[config.mk]
export PLATFORM = sky130hd
export DESIGN_NAME = lif_array
export DESIGN_NICKNAME = d
export VERILOG_FILES = /design/src/rtl/lif_pkg.sv /design/src/rtl/lif_core.sv /design/src/rtl/lif_array.sv
export SDC_FILE = /design/constraint.sdc
export NUM_CORES = 1
export LEC_CHECK = 0
export CAP_MARGIN = 20
export CORE_MARGIN = 4
export CORE_UTILIZATION = 53
export CTS_BUF_LIST = sky130_fd_sc_hd__clkbuf_2 sky130_fd_sc_hd__clkbuf_4 sky130_fd_sc_hd__clkbuf_8
export DETAILED_ROUTE_END_ITERATION = 8
export PLACE_DENSITY = 0.78
export SLEW_MARGIN = 20
export SYNTH_ARGS = -nofsm -noshare
export SYNTH_HDL_FRONTEND = slang
export SYNTH_SLANG_ARGS = --single-unit
[constraint.sdc]
create_clock -name clk -period 5.75 [get_ports clk]
set_input_delay 1.4375 -clock clk [delete_from_list [all_inputs] [get_ports clk]]
set_output_delay 1.4375 -clock clk [all_outputs]
set_load 0.01 [all_outputs]
[src/rtl/lif_pkg.sv]
// Shared types and encodings for the leaky integrate-and-fire neuron array.
package lif_pkg;

  typedef enum logic [1:0] {
    IDLE   = 2'd0,
    UPDATE = 2'd1,
    EMIT   = 2'd2
  } state_t;

  localparam logic [1:0] LEAK_HALF = 2'd0;
  localparam logic [1:0] LEAK_3Q   = 2'd1;
  localparam logic [1:0] LEAK_7E   = 2'd2;
  localparam logic [1:0] LEAK_NONE = 2'd3;

endpackage

[src/rtl/lif_core.sv]
// Combinational single-neuron timestep: leak, saturating integrate, fire, refractory.
// LIF_SUBTRACT_RESET_EN selects reset-by-subtraction instead of reset-to-zero on fire.
module lif_core
  import lif_pkg::*;
#(
  parameter int WIDTH = 8,
  parameter int REF_W = 4
) (
  input  logic [WIDTH-1:0] v,
  input  logic [REF_W-1:0] r,
  input  logic [WIDTH-1:0] c,
  input  logic [WIDTH-1:0] threshold,
  input  logic [1:0]       leak_sel,
  input  logic [REF_W-1:0] refrac_cycles,
  output logic [WIDTH-1:0] v_next,
  output logic [REF_W-1:0] r_next,
  output logic             fire
);

  function automatic logic [WIDTH-1:0] leak_apply(input logic [WIDTH-1:0] x,
                                                  input logic [1:0] sel);
    case (sel)
      LEAK_HALF: return x - (x >> 1);
      LEAK_3Q:   return x - (x >> 2);
      LEAK_7E:   return x - (x >> 3);
      default:   return x;
    endcase
  endfunction

  function automatic logic [WIDTH-1:0] sat_add(input logic [WIDTH-1:0] a,
                                               input logic [WIDTH-1:0] b);
    logic [WIDTH:0] s;
    s = {1'b0, a} + {1'b0, b};
    return s[WIDTH] ? '1 : s[WIDTH-1:0];
  endfunction

  logic [WIDTH-1:0] leaked;
  logic [WIDTH-1:0] sum;

  always_comb begin
    leaked = leak_apply(v, leak_sel);
    sum    = sat_add(leaked, c);
    fire   = 1'b0;
    v_next = sum;
    r_next = '0;
    if (r != '0) begin
      // Refractory neurons ignore input and stay clamped at rest.
      r_next = r - REF_W'(1);
      v_next = '0;
    end else if (sum >= threshold) begin
      fire   = 1'b1;
      r_next = refrac_cycles;
`ifdef LIF_SUBTRACT_RESET_EN
      v_next = sum - threshold;
`else
      v_next = '0;
`endif
    end
  end

endmodule

[src/rtl/lif_array.sv]
// Time-multiplexed layer of LIF neurons sharing one lif_core; one accepted input
// vector advances every neuron by one timestep. Optional: LIF_SUBTRACT_RESET_EN.
module lif_array
  import lif_pkg::*;
#(
  parameter int N_NEURONS = 4,
  parameter int WIDTH     = 8,
  parameter int REF_W     = 4,
  parameter int IDX_W     = (N_NEURONS > 1) ? $clog2(N_NEURONS) : 1
) (
  input  logic                         clk,
  input  logic                         rst,
  input  logic                         en,
  input  logic                         in_valid,
  output logic                         in_ready,
  input  logic [N_NEURONS*WIDTH-1:0]   in_current,
  input  logic [WIDTH-1:0]             threshold,
  input  logic [1:0]                   leak_sel,
  input  logic [REF_W-1:0]             refrac_cycles,
  output logic                         spike_valid,
  input  logic                         spike_ready,
  output logic [N_NEURONS-1:0]         spike,
  input  logic [IDX_W-1:0]             mon_sel,
  output logic [WIDTH-1:0]             mon_state
);

  localparam logic [IDX_W-1:0] LAST_IDX = IDX_W'(N_NEURONS - 1);

  state_t                       state;
  logic [IDX_W-1:0]             idx;
  logic [WIDTH-1:0]             v_mem [N_NEURONS];
  logic [REF_W-1:0]             r_mem [N_NEURONS];
  logic [N_NEURONS-1:0]         spike_q;

  logic [N_NEURONS*WIDTH-1:0]   cur_p0;
  logic [WIDTH-1:0]             thr_p0;
  logic [1:0]                   leak_p0;
  logic [REF_W-1:0]             refrac_p0;

  logic [WIDTH-1:0]             v_next;
  logic [REF_W-1:0]             r_next;
  logic                         fire;

  // Stage boundary: timestep parameters latched at accept, swept by idx.
  lif_core #(
    .WIDTH (WIDTH),
    .REF_W (REF_W)
  ) u_core (
    .v             (v_mem[idx]),
    .r             (r_mem[idx]),
    .c             (cur_p0[idx*WIDTH +: WIDTH]),
    .threshold     (thr_p0),
    .leak_sel      (leak_p0),
    .refrac_cycles (refrac_p0),
    .v_next        (v_next),
    .r_next        (r_next),
    .fire          (fire)
  );

  always_ff @(posedge clk or posedge rst) begin
    if (rst) begin
      state     <= IDLE;
      idx       <= '0;
      spike_q   <= '0;
      cur_p0    <= '0;
      thr_p0    <= '0;
      leak_p0   <= '0;
      refrac_p0 <= '0;
      for (int i = 0; i < N_NEURONS; i++) begin
        v_mem[i] <= '0;
        r_mem[i] <= '0;
      end
    end else if (en) begin
      case (state)
        IDLE: begin
          if (in_valid) begin
            cur_p0    <= in_current;
            thr_p0    <= threshold;
            leak_p0   <= leak_sel;
            refrac_p0 <= refrac_cycles;
            idx       <= '0;
            state     <= UPDATE;
          end
        end
        UPDATE: begin
          v_mem[idx]   <= v_next;
          r_mem[idx]   <= r_next;
          spike_q[idx] <= fire;
          if (idx == LAST_IDX) state <= EMIT;
          else                 idx   <= idx + IDX_W'(1);
        end
        EMIT: begin
          if (spike_ready) state <= IDLE;
        end
        default: state <= IDLE;
      endcase
    end
  end

  assign in_ready    = en && (state == IDLE);
  assign spike_valid = (state == EMIT);
  assign spike       = spike_q;
  assign mon_state   = ({1'b0, mon_sel} < (IDX_W+1)'(N_NEURONS)) ? v_mem[mon_sel] : '0;

endmodule

; ---- Yosys cells after proc, flatten, opt, wreduce, memory -nomap -nowiden
; Cells that the tools add are included.
[classes]
bitwise_logic = 2
n_shift = 1
mux = 33
n_reduce_logical = 11
addsub = 6
magnitude_cmp = 6
n_eq_ne = 9
[op_table]
columns = cell, n
row1 = $mux 8, 8
row2 = $bmux 8 s2, 2
row3 = $bwmux 32, 1
row4 = $shiftx 32x6->8, 1
row5 = $pmux 8 s3, 1
row6 = $mux 4, 5
row7 = $bwmux 16, 1
row8 = $demux 8 s2, 1
row9 = $mux 2, 5
row10 = $add 8x8->9, 1
row11 = $bmux 4 s2, 1
row12 = $demux 4 s2, 1
row13 = $ge 8x8->1, 1
row14 = $reduce_and 4->1, 2
row15 = $sub 8x5->8, 1
row16 = $sub 8x6->8, 1
row17 = $sub 8x7->8, 1
row18 = $eq 2x2->1 const B, 3
row19 = $ge 3x3->1 const B, 2
row20 = $ne 2x2->1 const B, 3
row21 = $not 2->3, 2
row22 = $pmux 2 s3, 1
row23 = $bwmux 4, 1
row24 = $eq 2x1->1 const B, 2
row25 = 15 further kinds, 20
[totals]
word_cells = 83
out_inout_bits = 14
register_bits = 102
input_bits = 53

; ---- Longest topological paths before layout
; Gate-level depths: netlist of the first run.
[logic_depth]
word_depth = 12
ltp_mapped = 24
depth_no_buf = 23

; ---- Modules after synthesis
; From an unflattened synthesis of the first run, not the netlist that was laid out.
[hier_totals]
cells_unflattened = 448
hier_area_um2 = 5953.2
[by_module_without_submodules]
columns = mod, seq_area_each_um2, n_inst, area_each_um2, cells_per_inst
row1 = lif_array, 2552.4, 1, 4738.3, 273
row2 = lif_core, 0.0, 1, 1214.9, 175

; ---- Worst setup path after synthesis of the first run
; No wires, ideal clock.
[synth_timing]
kind = register to register
from = register idx[0]
to = register r_mem[3] (netlist bit)
slack_ns = 0.192
n_path_buf = 1
arrival_time_ns = 5.425
synth_period_minus_slack_ns = 5.558
setup_ns = 0.133
path_stages_with_launch = 22
required_ns = 5.617
path_cell_list = dfrtp_1 buf_4 mux4_2 a221oi_1 a21oi_1 ha_1 fa_1 nor2b_1 o21ai_0 a21boi_0 o31ai_1 ha_1 o211a_1 o31ai_1 a21oi_1 nor3_1 ha_1 nand2b_1 a2111oi_0 o31ai_1 a2111oi_0 nor2_1
[synth_via]
elab_chain_len = 12
elab_cells_between_ends = 25
cone_classes = add/sub: 5 / order compare: 3 / shift: 1 / mux: 13 / bitwise: 1 / reduce/logical: 2
[synth_lines]
columns = item, line_no
row1 = "start, declared", lif_array.sv:30  ; logic [IDX_W-1:0] idx;
row2 = "start signal, assigned", lif_array.sv:90  ; else idx <= idx + IDX_W'(1);
row3 = $not 2->3 (implied by the code), "lif_array.sv:49, lif_array.sv:50, lif_array.sv:87"
row4 = $bmux 8 s2, lif_array.sv:49  ; .v (v_mem[idx]),
row5 = $mux 8 (implied by the code) (2 in series), lif_array.sv:49
row6 = "$sub 8x5->8, or another cell as far along", lif_core.sv:25  ; LEAK_7E: return x - (x >> 3);
row7 = $pmux 8 s3, lif_core.sv:22  ; case (sel)
row8 = $add 8x8->9, lif_core.sv:33  ; s = {1'b0, a} + {1'b0, b};
row9 = $mux 8, lif_core.sv:34  ; return s[WIDTH] ? '1 : s[WIDTH-1:0];
row10 = $ge 8x8->1, lif_core.sv:50  ; end else if (sum >= threshold) begin
row11 = $mux 4, lif_core.sv:50
row12 = $mux 4, lif_core.sv:46  ; if (r != '0) begin
row13 = $bwmux 16 (*), lif_array.sv:87  ; r_mem[idx] <= r_next;
row14 = "end signal, assigned by index", lif_array.sv:87
row15 = "end, declared", lif_array.sv:32  ; logic [REF_W-1:0] r_mem [N_NEURONS];
; Mark *: on every way between the ends. The rest lies on a longest branch, timed or not. The select of a mux whose other input is x is not followed.
; A chain may end at the register's enable or synchronous reset.

; ---- Worst setup path in the final report of the first run
[layout_timing]
from = register idx[0]
to = register v_mem[18] (netlist bit)
[layout_via]
elab_chain_len = 12
elab_cells_between_ends = 24
cone_classes = add/sub: 4 / order compare: 3 / shift: 1 / mux: 13 / bitwise: 1 / reduce/logical: 2
[layout_lines]
columns = item, line_no
row1 = $not 2->3 (implied by the code), "lif_array.sv:49, lif_array.sv:50, lif_array.sv:86"
row2 = $bmux 8 s2, lif_array.sv:49
row3 = $mux 8 (implied by the code) (2 in series), lif_array.sv:49
row4 = "$sub 8x5->8, or another cell as far along", lif_core.sv:25
row5 = $pmux 8 s3, lif_core.sv:22
row6 = $add 8x8->9, lif_core.sv:33
row7 = $mux 8, lif_core.sv:34
row8 = $ge 8x8->1, lif_core.sv:50
row9 = $mux 8, lif_core.sv:50
row10 = $mux 8, lif_core.sv:46
row11 = $bwmux 32 (*), lif_array.sv:86  ; v_mem[idx] <= v_next;
row12 = "end signal, assigned by index", lif_array.sv:86
row13 = "end, declared", lif_array.sv:31  ; logic [WIDTH-1:0] v_mem [N_NEURONS];
; Marked as above.

==> out/qor.yml, run 1 <==
status: "completed"
regArea_um2: 2550
cp-start-kind: "flip-flop"
initial_utilization_pct: 55.4
worstPathMaxFanout: 8
min_period_over_period_pct: 95.8
cts_buffers: 9
final_cells: 761
finalCriticalPeriod_ns: 5.51
async_flop_share_pct: 100
critPathKind: "reg -> reg"
grt_overflow_total: 0
seq_area_frac_synth_pct: 44.1
crit_path_end_kind: "flip-flop"
wl_per_cell_um: 18.6
final_layout_size_suffix_gt1_share_pct: 22.6
grt_start_max_net_pins: 74
hpwl_um: 10300
yosys.cell_types.count: 51
hold_viol_final: 0
hp-start: "r_mem[5]"
drt-pass1-iter-count: 5
ys_top_cells_by_area: "dfrtp_1 44%, mux4_2 11%, mux2_2 7.4%, ha_1 6.7%, o21ai_0 6.0%"
clock.fmax_ghz: 0.182
vias_per_cell: 6.02
synth_cells: 538
ys_ff_latch: 102
drc: 0
synth_nets: 624
core_um2: 10500
rr_startpoint: "idx[0]"
io_pins: 67
synth.most_common_cell: "dfrtp_1"
antenna_left: 0
synth_top_area_share_pct: 44.1
netlist_top_cells_count: "102 x dfrtp_1, 70 x o21ai_0, 68 x nand2_1, 38 x mux2_2, 33 x inv_1"
yosys.area_share.xor_xnor_pct: 0.605
slowest_delay_ns: 0.58
grt_pass1_wl_um: 23600
area_delta_synth_final_pct: 23.1
setup_viol: 0
dp_cells: 737
clock_skew_ns: 0.0144
synth-edff-count: 0
synth_mux_area_share_pct: 18.4
antenna_found_initial: 0
h-tree-depth: 3
multi_input_area_um2: 3170
postCtsHoldBufs: 0
synthAdderAreaFrac_pct: 7.39
r2r-end: "v_mem[18]"
vias: 4585
worst_pin_slew_ns: 0.916
holdPathEnd: "r_mem[5]"
antenna_cells: 0
root_buffer: "clkbuf_8"
r2r_slack_ns: 0.24
critical_path.cell_chain: "mux4_2 > a221oi_2 > a21oi_1 > ha_1 > fa_1 > nor2b_1 > o21ai_1 > nand2_1 > nor2_1 > o31ai_1 > ha_2 > o211a_1 > o31ai_1 > buf_4 > nor3b_1 > o21a_1 > inv_1 > ha_1 > a21o_1 > a21oi_2 > o31a_1 > nand3_2 > o21ai_0"
syn_area_um2: 5790
synthSimpleGateAreaFrac_pct: 12.1
cts_tree: "built"
layout.nets: 706
die_h_um: 113
reg2reg_depth: 23
synth_area_per_cell_um2: 10.8
whs_path_depth: 2
clk_pin_slew_worst_paths_ns: 0.10
yosysWarnings: 0
fillers: 783
synth_top_family_by_area: "multiplexers"
drt_iter0_markers: 293
finalMaxSlewViolations: 0
finalWirelength_um: 14200
preCtsSetupSlack_ns: -0.391
critPathArrivalTime_ns: 5.80
die_w_um: 113
slowest_stage: "mux4_2"
hp-class: "reg -> reg"
synth_compound_area_share_pct: 13.5
clock_latency_ns: 0.38
place.gp.congestion: 1.00
fin_ws_ns: 0.242
cts.sinks: 102
grt_pass1_vias: 4628
grt_usage_pct: 23.3
clockBufferDepth: 2
maxCapViolations: 0
ys.flop_type: "dfrtp_1"
dieArea_um2: 12700
fp-row-count: 37
relSlewSlack_pct: 38.9
io_buffers: 66
synth.largest_area_cell: "dfrtp_1"
required_ns: 6.04
==> metrics by stage <==
stage | util, % | area [µm²] | TNS (ns) | hold slack (ns)
global route | 68.2 | 7130 | -1.17 | 0.507
CTS | 66.7 | 6980 | 0 | 0.488
global placement | 63.8 | 6680 | -0.726 | 0.457
floorplan | - | 5790 | 0 | 0.445
detailed placement | 63.8 | 6680 | -6.53 | 0.466
finish | 68.2 | 7130 | 0 | 0.482
==> cell usage in the layout (no fill, tap or decap), drive strengths merged, types with 4 or more instances in the layout <==
cell type      count
a2111oi            5
mux2              38
and3               5
nor2              24
nand2b             6
clkdlybuf4s50     66
dfrtp            102
a211oi             4
nand2             68
inv               35
o31ai              4
clkbuf            10
a21o               6
nand3             14
mux4              28
ha                31
nor2b              6
o21a               4
a22oi              4
o21ai             71
buf               28
a21oi             11
nor3b              8
nor3               7
==> how the worst max path moves through the flow <==
| stage | start | to | slack (ns) | depth (start not counted) |
|---|---|---|---|---|
| floorplan | idx[0] | r_mem[3] | 0.19 | 21 |
| global placement | idx[0] | r_mem[10] | -0.16 | 19 |
| detailed placement | idx[0] | r_mem[6] | -0.39 | 21 |
| CTS | idx[0] | v_mem[4] | 0.0008 | 22 |
| global route | idx[0] | v_mem[7] | -0.06 | 25 |
| finish | idx[0] | v_mem[18] | 0.24 | 23 |
==> critical path: cells and delay by family (launching register included) <==
kind                       cells  cell delay (ns)
buffers and inverters          2             0.26
and+or+nand+nor                5             0.69
muxes                          1             0.58
DFF                            1             0.45
adders and majority gates      4             1.31
AOI/OAI and AO/OA             11             2.12
==> routing by layer <==
metal	track usage [%]	up-vias	share of wire (%)
li1	-	2127	-
met1	31.3	2263	42
met2	38.6	164	50
met3	4.42	31	6.1
met4	7.21	0	2.5
met5	0	-	0
==> state kept, by name, indices dropped and copies added, names as in the netlist <==
register	flops
v_mem	32
thr_p0	8
refrac_p0	4
cur_p0	32
idx	2
r_mem	16
spike	4
leak_p0	2
state	2
==> cell type report <==
cell class / instances / area share [%]
Clock inverter: 6 / 1.30
Tap cell: 136 / 2.39
Timing Repair Buffer: 94 / 12.4
Sequential cell: 102 / 35.8
Inverter: 33 / 1.77
Multi-Input combinational cell: 380 / 44.5
Clock buffer: 10 / 1.84
==> kinds of logic (layout without fill, tap and decap cells) <==
logic type / count (synthesis) / in the layout
AND/OR/NAND/NOR: 148 / 148
buffers and inverters: 56 / 143
adder cells (fa/ha/maj): 33 / 33
XOR/XNOR: 4 / 4
AO/OA/AOI/OAI: 128 / 128
flip-flops: 102 / 102
multiplexers: 67 / 67
==> repair_timing <==
| item | 4_1_cts | 5_1_grt |
|---|---|---|
| cloned | 0 | 0 |
| pin swaps | 2 | 5 |
| resized for setup | 10 | 47 |
| setup buffers | 4 | 4 |
| setup endpoints to repair | 52 | 52 |
Power of run 1 is not shown: default switching activity piles up to over one toggle a cycle in this logic, so the estimate is an artifact.
==> run 2: changes to the inputs <==
Settings changed: CTS_CLUSTER_DIAMETER set to 200.
==> results of run 2 <==
No change in the layout: final DEF, timing and power equal those of run 1.
Power of run 2 is left out for the same reason.
